`src/rtl/ieeedrv_pkg.sv`:
```
// Shared types and constants for the ieee_drive SD channel arbiter.
package ieeedrv_pkg;
   typedef enum logic {OP_RD, OP_WR} sd_op_t;
   typedef enum logic [1:0] {IDLE, ISSUE, XFER} arb_state_t;
   localparam int SD_BLK_CNT_W = 6;
endpackage

```
`src/rtl/ieeedrv_rr_pick.sv`:
```
// Combinational round-robin pick: first requester at or after rr_ptr, wrapping modulo NBD.
module ieeedrv_rr_pick #(
   parameter int NBD = 2,
   parameter int GW  = 1
) (
   input  logic [NBD-1:0] req,
   input  logic [GW-1:0]  rr_ptr,
   output logic           vld,
   output logic [GW-1:0]  idx
);
   int j;

   // Scan offsets from farthest to nearest so the nearest requester is the last one written.
   always_comb begin
      vld = 1'b0;
      idx = '0;
      j   = 0;
      for (int k = NBD - 1; k >= 0; k--) begin
         j = int'(rr_ptr) + k;
         if (j >= NBD) j = j - NBD;
         if (req[j]) begin
            vld = 1'b1;
            idx = GW'(j);
         end
      end
   end
endmodule

```
`src/rtl/ieeedrv_sd_arb.sv`:
```
// Round-robin arbiter sharing one hps_io SD block channel among NBD drive block devices.
// Optional watchdog and sticky timeout port: define IEEEDRV_SD_ARB_TIMEOUT_EN.
module ieeedrv_sd_arb
   import ieeedrv_pkg::*;
#(
   parameter int          NBD            = 2,
   parameter logic [23:0] TIMEOUT_CYCLES = 24'd16_000_000,
   parameter int          GW             = (NBD > 1) ? $clog2(NBD) : 1
) (
   input  logic                                  clk_sys,
   input  logic                                  reset_n,
   input  logic [NBD-1:0][31:0]                  dev_lba,
   input  logic [NBD-1:0][SD_BLK_CNT_W-1:0]      dev_blk_cnt,
   input  logic [NBD-1:0]                        dev_rd,
   input  logic [NBD-1:0]                        dev_wr,
   output logic [NBD-1:0]                        dev_ack,
   input  logic [NBD-1:0][7:0]                   dev_buff_din,
   output logic [NBD-1:0]                        dev_buff_wr,
   output logic [31:0]                           sd_lba,
   output logic [SD_BLK_CNT_W-1:0]               sd_blk_cnt,
   output logic                                  sd_rd,
   output logic                                  sd_wr,
   input  logic                                  sd_ack,
   input  logic                                  sd_buff_wr,
   output logic [7:0]                            sd_buff_din,
   output logic                                  busy,
`ifdef IEEEDRV_SD_ARB_TIMEOUT_EN
   output logic                                  timeout,
`endif
   output logic [GW-1:0]                         grant
);
   arb_state_t    state;
   sd_op_t        op;
   logic [GW-1:0] rr_ptr;
   logic [GW-1:0] nxt_ptr;
   logic          pick_vld;
   logic [GW-1:0] pick_idx;
   logic          cancel;

   ieeedrv_rr_pick #(.NBD(NBD), .GW(GW)) u_pick (
      .req    (dev_rd | dev_wr),
      .rr_ptr (rr_ptr),
      .vld    (pick_vld),
      .idx    (pick_idx)
   );

   assign nxt_ptr = (grant == GW'(NBD - 1)) ? '0 : grant + GW'(1);
   assign cancel  = !(dev_rd[grant] | dev_wr[grant]);

`ifdef IEEEDRV_SD_ARB_TIMEOUT_EN
   logic [23:0] wd;
   logic        leave;
   assign leave = (state == IDLE  && pick_vld) ||
                  (state == ISSUE && (sd_ack || cancel)) ||
                  (state == XFER  && !sd_ack);
`endif

   always_ff @(posedge clk_sys or negedge reset_n) begin
      if (!reset_n) begin
         state      <= IDLE;
         op         <= OP_RD;
         grant      <= '0;
         rr_ptr     <= '0;
         busy       <= 1'b0;
         sd_lba     <= '0;
         sd_blk_cnt <= '0;
`ifdef IEEEDRV_SD_ARB_TIMEOUT_EN
         wd         <= '0;
         timeout    <= 1'b0;
`endif
      end else begin
         case (state)
            IDLE: if (pick_vld) begin
               grant      <= pick_idx;
               sd_lba     <= dev_lba[pick_idx];
               sd_blk_cnt <= dev_blk_cnt[pick_idx];
               op         <= dev_rd[pick_idx] ? OP_RD : OP_WR;
               busy       <= 1'b1;
               state      <= ISSUE;
            end
            ISSUE: if (sd_ack) begin
               state <= XFER;
            end else if (cancel) begin
               busy   <= 1'b0;
               rr_ptr <= nxt_ptr;
               state  <= IDLE;
            end
            XFER: if (!sd_ack) begin
               busy   <= 1'b0;
               rr_ptr <= nxt_ptr;
               state  <= IDLE;
            end
            default: state <= IDLE;
         endcase
`ifdef IEEEDRV_SD_ARB_TIMEOUT_EN
         // Watchdog overrides whatever the FSM decided this edge.
         if (state != IDLE && wd == TIMEOUT_CYCLES - 24'd1) begin
            busy    <= 1'b0;
            rr_ptr  <= nxt_ptr;
            state   <= IDLE;
            timeout <= 1'b1;
            wd      <= '0;
         end else if (leave || state == IDLE) begin
            wd <= '0;
         end else begin
            wd <= wd + 24'd1;
         end
`endif
      end
   end

   // Request strobes are a pure decode of registered state, so they drop on the ack edge.
   assign sd_rd = (state == ISSUE) && (op == OP_RD);
   assign sd_wr = (state == ISSUE) && (op == OP_WR);

   for (genvar i = 0; i < NBD; i++) begin : g_dev
      assign dev_ack[i]     = sd_ack     & busy & (grant == GW'(i));
      assign dev_buff_wr[i] = sd_buff_wr & busy & (grant == GW'(i));
   end

   assign sd_buff_din = busy ? dev_buff_din[grant] : 8'h00;
endmodule

```
`config.mk`:
```
export PLATFORM = sky130hd
export DESIGN_NAME = ieeedrv_sd_arb
export DESIGN_NICKNAME = d
export VERILOG_FILES = /design/src/rtl/ieeedrv_pkg.sv /design/src/rtl/ieeedrv_rr_pick.sv /design/src/rtl/ieeedrv_sd_arb.sv
export SDC_FILE = /design/constraint.sdc
export NUM_CORES = 1
export LEC_CHECK = 0
export CAP_MARGIN = 10
export CORE_MARGIN = 4
export CORE_UTILIZATION = 27
export DETAILED_ROUTE_END_ITERATION = 6
export DONT_BUFFER_PORTS = 1
export PLACE_DENSITY = 0.48
export REMOVE_ABC_BUFFERS = 1
export SYNTH_ARGS = -nofsm -noshare
export SYNTH_HDL_FRONTEND = slang
export SYNTH_SLANG_ARGS = --single-unit
```
`constraint.sdc`:
```
create_clock -name clk_sys -period 1.4 [get_ports clk_sys]
set_input_delay 0.35 -clock clk_sys [delete_from_list [all_inputs] [get_ports clk_sys]]
set_output_delay 0.35 -clock clk_sys [all_outputs]
set_load 0.005 [all_outputs]
```
==> metrics, run 1 <==
via count roughly 1800; worst ir drop on vdd a little under 0.7 mV; commonest non-fill, non-tap cell in the layout mux2i_1; detailed router's first-iteration violation count 23; Final HPWL DP 4.06 mm; Seq cells post-synth between 40 and 50; Reg clk slew, reported paths 0.09 ns; worst path arrival time roughly 1.2 ns; Mapped Cells about 230; first drt pass iteration count 4; gr ovfl total 0; TritonCTS clock tree built; EDFF count, synth 0; CP Capture Type output port; H-tree levels 2; WP buf/inv 3; post-synthesis instance area 2350 um2; die height between 100 and 150 um; Worst Skew between 0.003 and 0.004 ns; power consumption about 8700 uW; final worst path period share 109%; overall routing resource usage 9.92%; P&R area growth vs syn 41.1%; Least-Margin Pin Slew 0.660 ns; WP data required approximately 1.1 ns; overall routed net length slightly below 7 mm; Core ar. ~8300 um2; crit path kind reg2out; GP Congestion 0.724; Area contributors post-synth dfrtp_1 47%, mux2i_1 20%, nand2_1 6.4%, o21ai_1 6.4%, nor2b_1 2.4%; Setup-failing EPs final 50; io pins 154; failing checks setup timing; clk_lat worst skew 0.30 ns; Largest delay share family, worst path flip-flops; antenna violations before repair 0; via density per instance about 5; Initial Util 28.2%; most frequent cells in the layout 46 x mux2i_1, 43 x dfrtp_1, 22 x o21ai_1; clk buf depth 2; critical-path maximum fanout 2; Synth top area share 46.9%; Routed WL per cell approximately 19 um; commonest register cell after synthesis dfrtp_1; Routed Antenna Nets 0; Final #Nets approximately 360; slowest CP cell dfrtp_1; Clk Tree Root Cell clkbuf_8; Yosys top cell by area dfrtp_1; Min-Delay Path Class in2reg; CTS buffer count 5; CP cell instances inv_2 > ha_4 > inv_2 > buf_6 > nor2_4; max incr delay on CP 0.40 ns; port buffer count 0; Die ar. between 10000 and 15000 um2; Synth Warn # 0; first-pass GRT wire length between 7 and 8 mm; share of layout cells above drive strength 1 43.7%; drt drc 0; n_diodes 0; Setup WS post-layout -0.127 ns; CP dominant cell by count inv_2; critical path startpoint category register; outcome complete, but fails checks; min Tclk post-route 1.53 ns; die width between 100 and 150 um; max frequency roughly 650 MHz; worst hold slack around 0.22 ns; Netlist cell types 34; dpl ws -0.0795 ns; Leak 0.00150 uW; max_cap viols 0; Hold Violations, Final 0; pwr/cell area 2620 nW/um2; row count 33; Seq/Total Area, Yosys roughly 47%; RSZ-0062 raised after global routing true; dpl cells ~330; vias in the first global route 1603; Clock Sinks 44; Slew Viols, Final 0; Final Non-Filler Cells around 360; asr flop ratio synth 100%; setup_tns -2.71 ns; pin count of the biggest net entering global routing 45; relative slew slack between 50% and 60%; Mean Syn Cell Area 10.1 um2
-- path summary, 6_finish.rpt --
kind                           start         end  slack [ns]  cells past startpoint
min in group asynchronous    reset_n  sd_lba[25]        0.54                      2
hold / removal                sd_ack    state[1]        0.22                      1
hold reg to reg            sd_lba[4]   sd_lba[4]        0.53                      2
max in group asynchronous    reset_n        busy        0.64                      2
setup / recovery            state[1]       sd_rd       -0.13                      5
setup reg to reg            state[1]   sd_lba[8]       -0.08                      8
-- repair_timing --
item / CTS / global route
buffers inserted: 2 / 1
pin swaps: 2 / 49
gates cloned: 0 / 12
setup endpoints to repair: 56 / 57
resized for setup: 17 / 106
endpoints found under the hold margin: 44 / 44
-- where the power goes --
group / internal, uW / switching (uW)
combinational: 2610 / 2380
sequential: 1930 / 780
clock: 530 / 455
-- sequential cells by signal, indices dropped and copies added, names as in the netlist --
name        cells
grant           1
sd_lba         32
state           2
rr_ptr          1
sd_blk_cnt      6
busy            1
op              1
-- cell usage after synthesis, types with 2 or more instances --
| library cell | count |
|---|---|
| inv_1 | 5 |
| and3b_1 | 2 |
| a22o_1 | 3 |
| nand2_1 | 40 |
| o21ai_0 | 10 |
| nor2b_1 | 9 |
| nor2_1 | 6 |
| ha_1 | 4 |
| buf_4 | 4 |
| buf_2 | 4 |
| and3_1 | 2 |
| mux2i_1 | 47 |
| o21ai_1 | 30 |
| dfrtp_1 | 44 |
| a21oi_1 | 2 |
| clkbuf_1 | 2 |
| a31oi_1 | 2 |
-- kinds of logic (layout without fill, tap and decap cells) --
family	after synthesis	count (layout)	share of synthesized area [%]
muxes	47	47	20.0
DFF	44	44	46.9
and+or+nand+nor	64	64	12.3
buffers and inverters	20	39	5.27
adders and majority gates	4	4	2.13
AOI/OAI and AO/OA	54	56	13.4
-- stage by stage --
step / area, um2 / utilization (%)
4_1_cts: 2700 / 32.4
5_1_grt: 3310 / 39.7
2_1_floorplan: 2240 / -
6_report: 3310 / 39.7
3_5_place_dp: 2520 / 30.2
3_3_place_gp: 2520 / 30.2
-- routing by layer --
| metal | wire (um) | vias to the layer above | global-route usage, % |
|---|---|---|---|
| met2 | 3460 | 95 | 15.9 |
| li1 | - | 854 | - |
| met1 | 2810 | 857 | 12.8 |
| met4 | 11 | 0 | 2.15 |
| met3 | 575 | 2 | 3.65 |
| met5 | 0 | - | 0 |
-- layout make-up --
cell class                 count  area (um2)
inverter                       5        23.8
timing repair buffer          26         429
clock buffer                   6        72.6
fill                         799        5030
multi-input combinational    171        1520
tap                          105         131
sequential                    44        1100
clock inverter                 2        35.0
Power figures use the tool's default switching activity.
==> run 2: changes to the inputs <==
Settings changed: GPL_TIMING_DRIVEN set to 0, MAX_ROUTING_LAYER set to met4.
==> run 2 against run 1 <==
  * The flow still finishes with violations (setup timing)
  * Clock skew about the same
  * Fmax decreased by 1.9%
  * Critical path type unchanged
  * Sequential power about the same
  * Sequential share of layout area about the same
  * Via count increased by 6.1%
  * Clock power about the same
==> metrics, run 2 (synthesized netlist as in run 1, its figures left out) <==
Final Non-Filler Cells 368 (was 359); relative slew slack 66.0% (was 55.9%); die height 101 um (unchanged); first-pass GRT wire length 9.87 mm (was 7.89 mm); dpl cells 325 (was 334); max incr delay on CP 0.60 ns (was 0.40 ns); max FFs per register 32 (unchanged); fill count 801 (was 799); Hold Violations, Final 0 (unchanged); TritonCTS clock tree built (unchanged); CP Capture Type output port (unchanged); worst ir drop on vdd 0.703 mV (was 0.695 mV); clk buf depth 2 (unchanged); first drt pass iteration count 4 (unchanged); Clk Tree Root Cell clkbuf_8 (unchanged); Core ar. 8340 um2 (unchanged); via count 1918 (was 1808); Initial Util 28.2% (unchanged); vias in the first global route 1789 (was 1603); Setup WS post-layout -0.156 ns (was -0.127 ns); slowest CP cell dfrtp_4 (was dfrtp_1); Final HPWL DP 3.98 mm (was 4.06 mm); die width 101 um (unchanged); max_cap viols 0 (unchanged); overall routed net length 7.87 mm (was 6.85 mm); Setup-failing EPs final 27 (was 50); Routed WL per cell 21.4 um (was 19.1 um); detailed router's first-iteration violation count 39 (was 23); clk_lat worst skew 0.30 ns (about the same); antenna violations before repair 0 (unchanged); CTS buffer count 5 (unchanged); final worst path period share 111% (was 109%); Final #Nets 366 (was 357); CP cell instances mux2i_1 > nor2b_1 (was inv_2 > ha_4 > inv_2 > buf_6 > nor2_4); most frequent cells in the layout 43 x mux2i_1, 40 x dfrtp_1, 26 x o21ai_1 (was 46 x mux2i_1, 43 x dfrtp_1, 22 x o21ai_1); io pins 154 (unchanged); crit path kind reg2out (unchanged); Routed Antenna Nets 0 (unchanged); Slew Viols, Final 0 (unchanged); Die ar. 10300 um2 (unchanged); GP Congestion 0.749 (was 0.724); via density per instance 5.21 (was 5.04); drt drc 0 (unchanged); worst hold slack 0.201 ns (was 0.216 ns); pin count of the biggest net entering global routing 45 (unchanged); Least-Margin Pin Slew 0.510 ns (was 0.660 ns); Min-Delay Path Class in2reg (unchanged); Worst Skew 0.00342 ns (was 0.00366 ns); WP data required 1.05 ns (about the same); H-tree levels 2 (unchanged); critical-path maximum fanout 17 (was 2); share of layout cells above drive strength 1 40.3% (was 43.7%); n_diodes 0 (unchanged); min Tclk post-route 1.56 ns (was 1.53 ns); outcome complete, but fails checks (unchanged); pwr/cell area 2610 nW/um2 (was 2620 nW/um2); Top Registers sd_lba: 32 flops, sd_blk_cnt: 6 flops, state: 2 flops (unchanged); port buffer count 0 (unchanged); Biggest register sd_lba (unchanged); Clock Sinks 44 (unchanged); Leak 0.00150 uW (about the same); gr ovfl total 0 (unchanged); P&R area growth vs syn 42.1% (was 41.1%); critical path startpoint category register (unchanged); overall routing resource usage 13.1% (was 9.92%); failing checks setup timing (unchanged); Reg clk slew, reported paths 0.09 ns (about the same); RSZ-0062 raised after global routing true (unchanged); worst path arrival time 1.21 ns (was 1.18 ns); row count 33 (unchanged); max frequency 643 MHz (was 655 MHz); commonest non-fill, non-tap cell in the layout mux2i_1 (unchanged)
run 2: changes by cell type in the layout (fill, tap and decap cells not counted), moves of 4 or more:
cell	delta
nand2_1	+11
o21ai_2	-5
o21ai_1	+4
nand2_4	-9
buf_4	+9
buf_16	+4
run 2: metrics by stage:
| step | total power [uW] | TNS [ns] | util, % | setup slack (ns) | area [um2] |
|---|---|---|---|---|---|
| 3_3_place_gp | 4550 | -60.48 | 28.5 | -1.57 | 2370 |
| 4_1_cts | 7420 | -2.62 | 35.0 | -0.172 | 2920 |
| 6_report | 8710 | -2.08 | 40.0 | -0.156 | 3340 |
| 5_1_grt | 9310 | -4.06 | 40.0 | -0.235 | 3340 |
| 3_5_place_dp | 5000 | -16.80 | 29.1 | -0.525 | 2430 |
| 2_1_floorplan | 4260 | -39.40 | - | -1.00 | 2240 |
run 2: metal layers:
metal | part of all wire [%] | vias up | GRT usage [%]
met4 | 0.92 | 0 | 3.58
met3 | 8.9 | 8 | 3.37
met2 | 47 | 106 | 19.6
met5 | 0 | - | -
met1 | 43 | 915 | 17.6
li1 | - | 889 | -
run 2: what timing repair did:
action,4_1_cts,5_1_grt
cloned,6,10
endpoints found under the hold margin,44,0
endpoints found under the setup margin,59,58
setup buffers,10,7
gates resized for setup,45,58
hold buffers,2,0
pin swaps,11,26
run 2: cell type report:
class	count	area (um2)	area share, %
Clock inverter	2	35.0	1.05
Clock buffer	6	72.6	2.17
Sequential cell	44	1110	33.2
Tap cell	105	131	3.94
Multi-Input combinational cell	174	1460	43.8
Timing Repair Buffer	32	503	15.1
Inverter	5	23.8	0.712
run 2: worst max-delay path: cells and delay by family, from the launching register on:
kind / cells / cell delay [ns]
DFF: 1 / 0.60
muxes: 1 / 0.15
and+or+nand+nor: 1 / 0.16
run 2: power breakdown:
| part | switching [uW] | leakage [uW] | internal, uW |
|---|---|---|---|
| logic | 2320 | 0.000910 | 2670 |
| clock network | 459 | 0.0000552 | 530 |
| registers | 784 | 0.000532 | 1950 |
| total | 3560 | 0.00150 | 5150 |
run 2: path summary, 6_finish.rpt:
path	startpoint	end	slack [ns]	cells past startpoint
min in group asynchronous	reset_n	state[1]	0.58	2
setup / recovery	grant	sd_buff_din[0]	-0.16	2
setup reg to reg	state[1]	state[0]	-0.10	6
hold reg to reg	sd_lba[3]	sd_lba[3]	0.52	2
max in group asynchronous	reset_n	grant	0.59	2
hold / removal	sd_ack	state[1]	0.20	1
==> run 3: changes to the inputs <==
Settings changed: CORE_UTILIZATION 27 to 57, PLACE_DENSITY 0.48 to 0.81.
==> run 3 against run 2 <==
  * The run ends with hold timing, setup timing left
  * Largest power group unchanged
  * Die area decreased by 49%
  * Global-route usage increased by 9.5 points
  * Wire length shrank 5.7%
==> metrics, run 3 (synthesized netlist as in run 1, its figures left out) <==
outcome complete, but fails checks (unchanged); failing checks hold timing, setup timing (was setup timing); CTS buffer count 5 (unchanged); RSZ-0062 raised after global routing true (unchanged); gr ovfl total 0 (unchanged); Reg clk slew, reported paths 0.09 ns (about the same); Biggest register sd_lba (unchanged); die width 72.2 um (was 101 um); via count 1956 (was 1918); Core ar. 4000 um2 (was 8340 um2); P&R area growth vs syn 38.8% (was 42.1%); row count 23 (was 33); Die ar. 5210 um2 (was 10300 um2); n_diodes 0 (unchanged); dpl ws -0.446 ns (was -0.525 ns); most frequent cells in the layout 46 x mux2i_1, 41 x dfrtp_1, 22 x o21ai_2 (was 43 x mux2i_1, 40 x dfrtp_1, 26 x o21ai_1); first-pass GRT wire length 8.85 mm (was 9.87 mm); share of layout cells above drive strength 1 45.1% (was 40.3%); Worst Skew 0.00419 ns (was 0.00342 ns); worst ir drop on vdd 1.32 mV (was 0.703 mV); critical-path maximum fanout 17 (unchanged); Setup-failing EPs final 43 (was 27); first drt pass iteration count 4 (unchanged); Setup WS post-layout -0.170 ns (was -0.156 ns); final worst path period share 112% (was 111%); die height 72.2 um (was 101 um); commonest non-fill, non-tap cell in the layout mux2i_1 (unchanged); critical path startpoint category register (unchanged); Routed Antenna Nets 0 (unchanged); Clk Tree Root Cell clkbuf_8 (unchanged); max_cap viols 0 (unchanged); max frequency 637 MHz (was 643 MHz); clk_lat worst skew 0.30 ns (about the same); worst path arrival time 1.22 ns (was 1.21 ns); Min-Delay Path Class in2async (was in2reg); overall routed net length 7.42 mm (was 7.87 mm); min Tclk post-route 1.57 ns (was 1.56 ns); Initial Util 58.7% (was 28.2%); H-tree levels 2 (unchanged); pin count of the biggest net entering global routing 45 (unchanged); via density per instance 6.37 (was 5.21); Leak 0.00151 uW (was 0.00150 uW); antenna violations before repair 0 (unchanged); Clock Sinks 44 (unchanged); Slew Viols, Final 0 (unchanged); Routed WL per cell 24.2 um (was 21.4 um); relative slew slack 43.8% (was 66.0%); Least-Margin Pin Slew 0.841 ns (was 0.510 ns); Hold Violations, Final 44 (was 0); Final #Nets 360 (was 366); detailed router's first-iteration violation count 126 (was 39); pwr/cell area 2690 nW/um2 (was 2610 nW/um2); overall routing resource usage 22.6% (was 13.1%); GP Congestion 0.727 (was 0.749); drt drc 0 (unchanged); Final HPWL DP 3.82 mm (was 3.98 mm); vias in the first global route 1801 (was 1789); Post-Layout Inst Area 3260 um2 (was 3340 um2); io pins 154 (unchanged); WP data required 1.05 ns (about the same); max FFs per register 32 (unchanged); clk buf depth 2 (unchanged); Top Registers sd_lba: 32 flops, sd_blk_cnt: 6 flops, state: 2 flops (unchanged); DP Area 2350 um2 (was 2430 um2); port buffer count 0 (unchanged); TritonCTS clock tree built (unchanged); CP Capture Type output port (unchanged); worst hold slack -0.264 ns (was 0.201 ns); crit path kind reg2out (unchanged)
-- run 3: metrics by stage --
step	utilization, %	power, uW	TNS [ns]	instances
2_1_floorplan	-	4260	-39.40	218
3_3_place_gp	57.6	4500	-55.13	268
3_5_place_dp	58.9	4940	-14.61	270
4_1_cts	66.2	6480	-1.98	287
5_1_grt	81.5	9210	-4.59	307
6_report	81.5	8770	-2.64	307
-- run 3: layout make-up --
class / count / area [um2]
repair buffers: 28 / 417
multi-input cells: 172 / 1560
inverters: 5 / 23.8
flip-flops and latches: 44 / 1110
clock inverters: 1 / 7.51
well taps: 50 / 62.6
clock buffers: 7 / 86.3
fillers: 212 / 741
-- run 3: routing by layer --
layer | global-route usage, % | share of wire, %
met1 | 28.1 | 38
met3 | 5.26 | 8.7
met5 | - | 0
met2 | 36.9 | 52
met4 | 6.68 | 1.7
-- run 3: path summary, 6_finish.rpt --
path | start | end | slack (ns) | depth (start not counted)
min in group clk_sys | sd_ack | state[1] | 0.20 | 1
worst min register to register | sd_lba[1] | sd_lba[1] | 0.53 | 2
max in group asynchronous | reset_n | grant | 1.56 | 0
worst min-delay path | reset_n | sd_lba[17] | -0.26 | 0
worst max register to register | state[0] | state[1] | -0.11 | 6
worst max-delay path | grant | sd_buff_din[6] | -0.17 | 2
-- run 3: worst max-delay path, stage by stage (launching register included) --
cell and delay (ns):
dfrtp_4 0.59, mux2i_1 0.15, nor2b_1 0.17
-- run 3: where the power goes --
part / total, uW / internal (uW) / switching [uW]
Sequential: 2830 / 1940 / 886
Clock: 851 / 402 / 449
Combinational: 5090 / 2660 / 2440
-- run 3: what timing repair did --
item,4_1_cts,5_1_grt
cloned,2,11
endpoints found under the setup margin,59,56
resized for setup,30,95
setup buffers,7,9
pin swaps,9,42
hold endpoints to repair,44,44
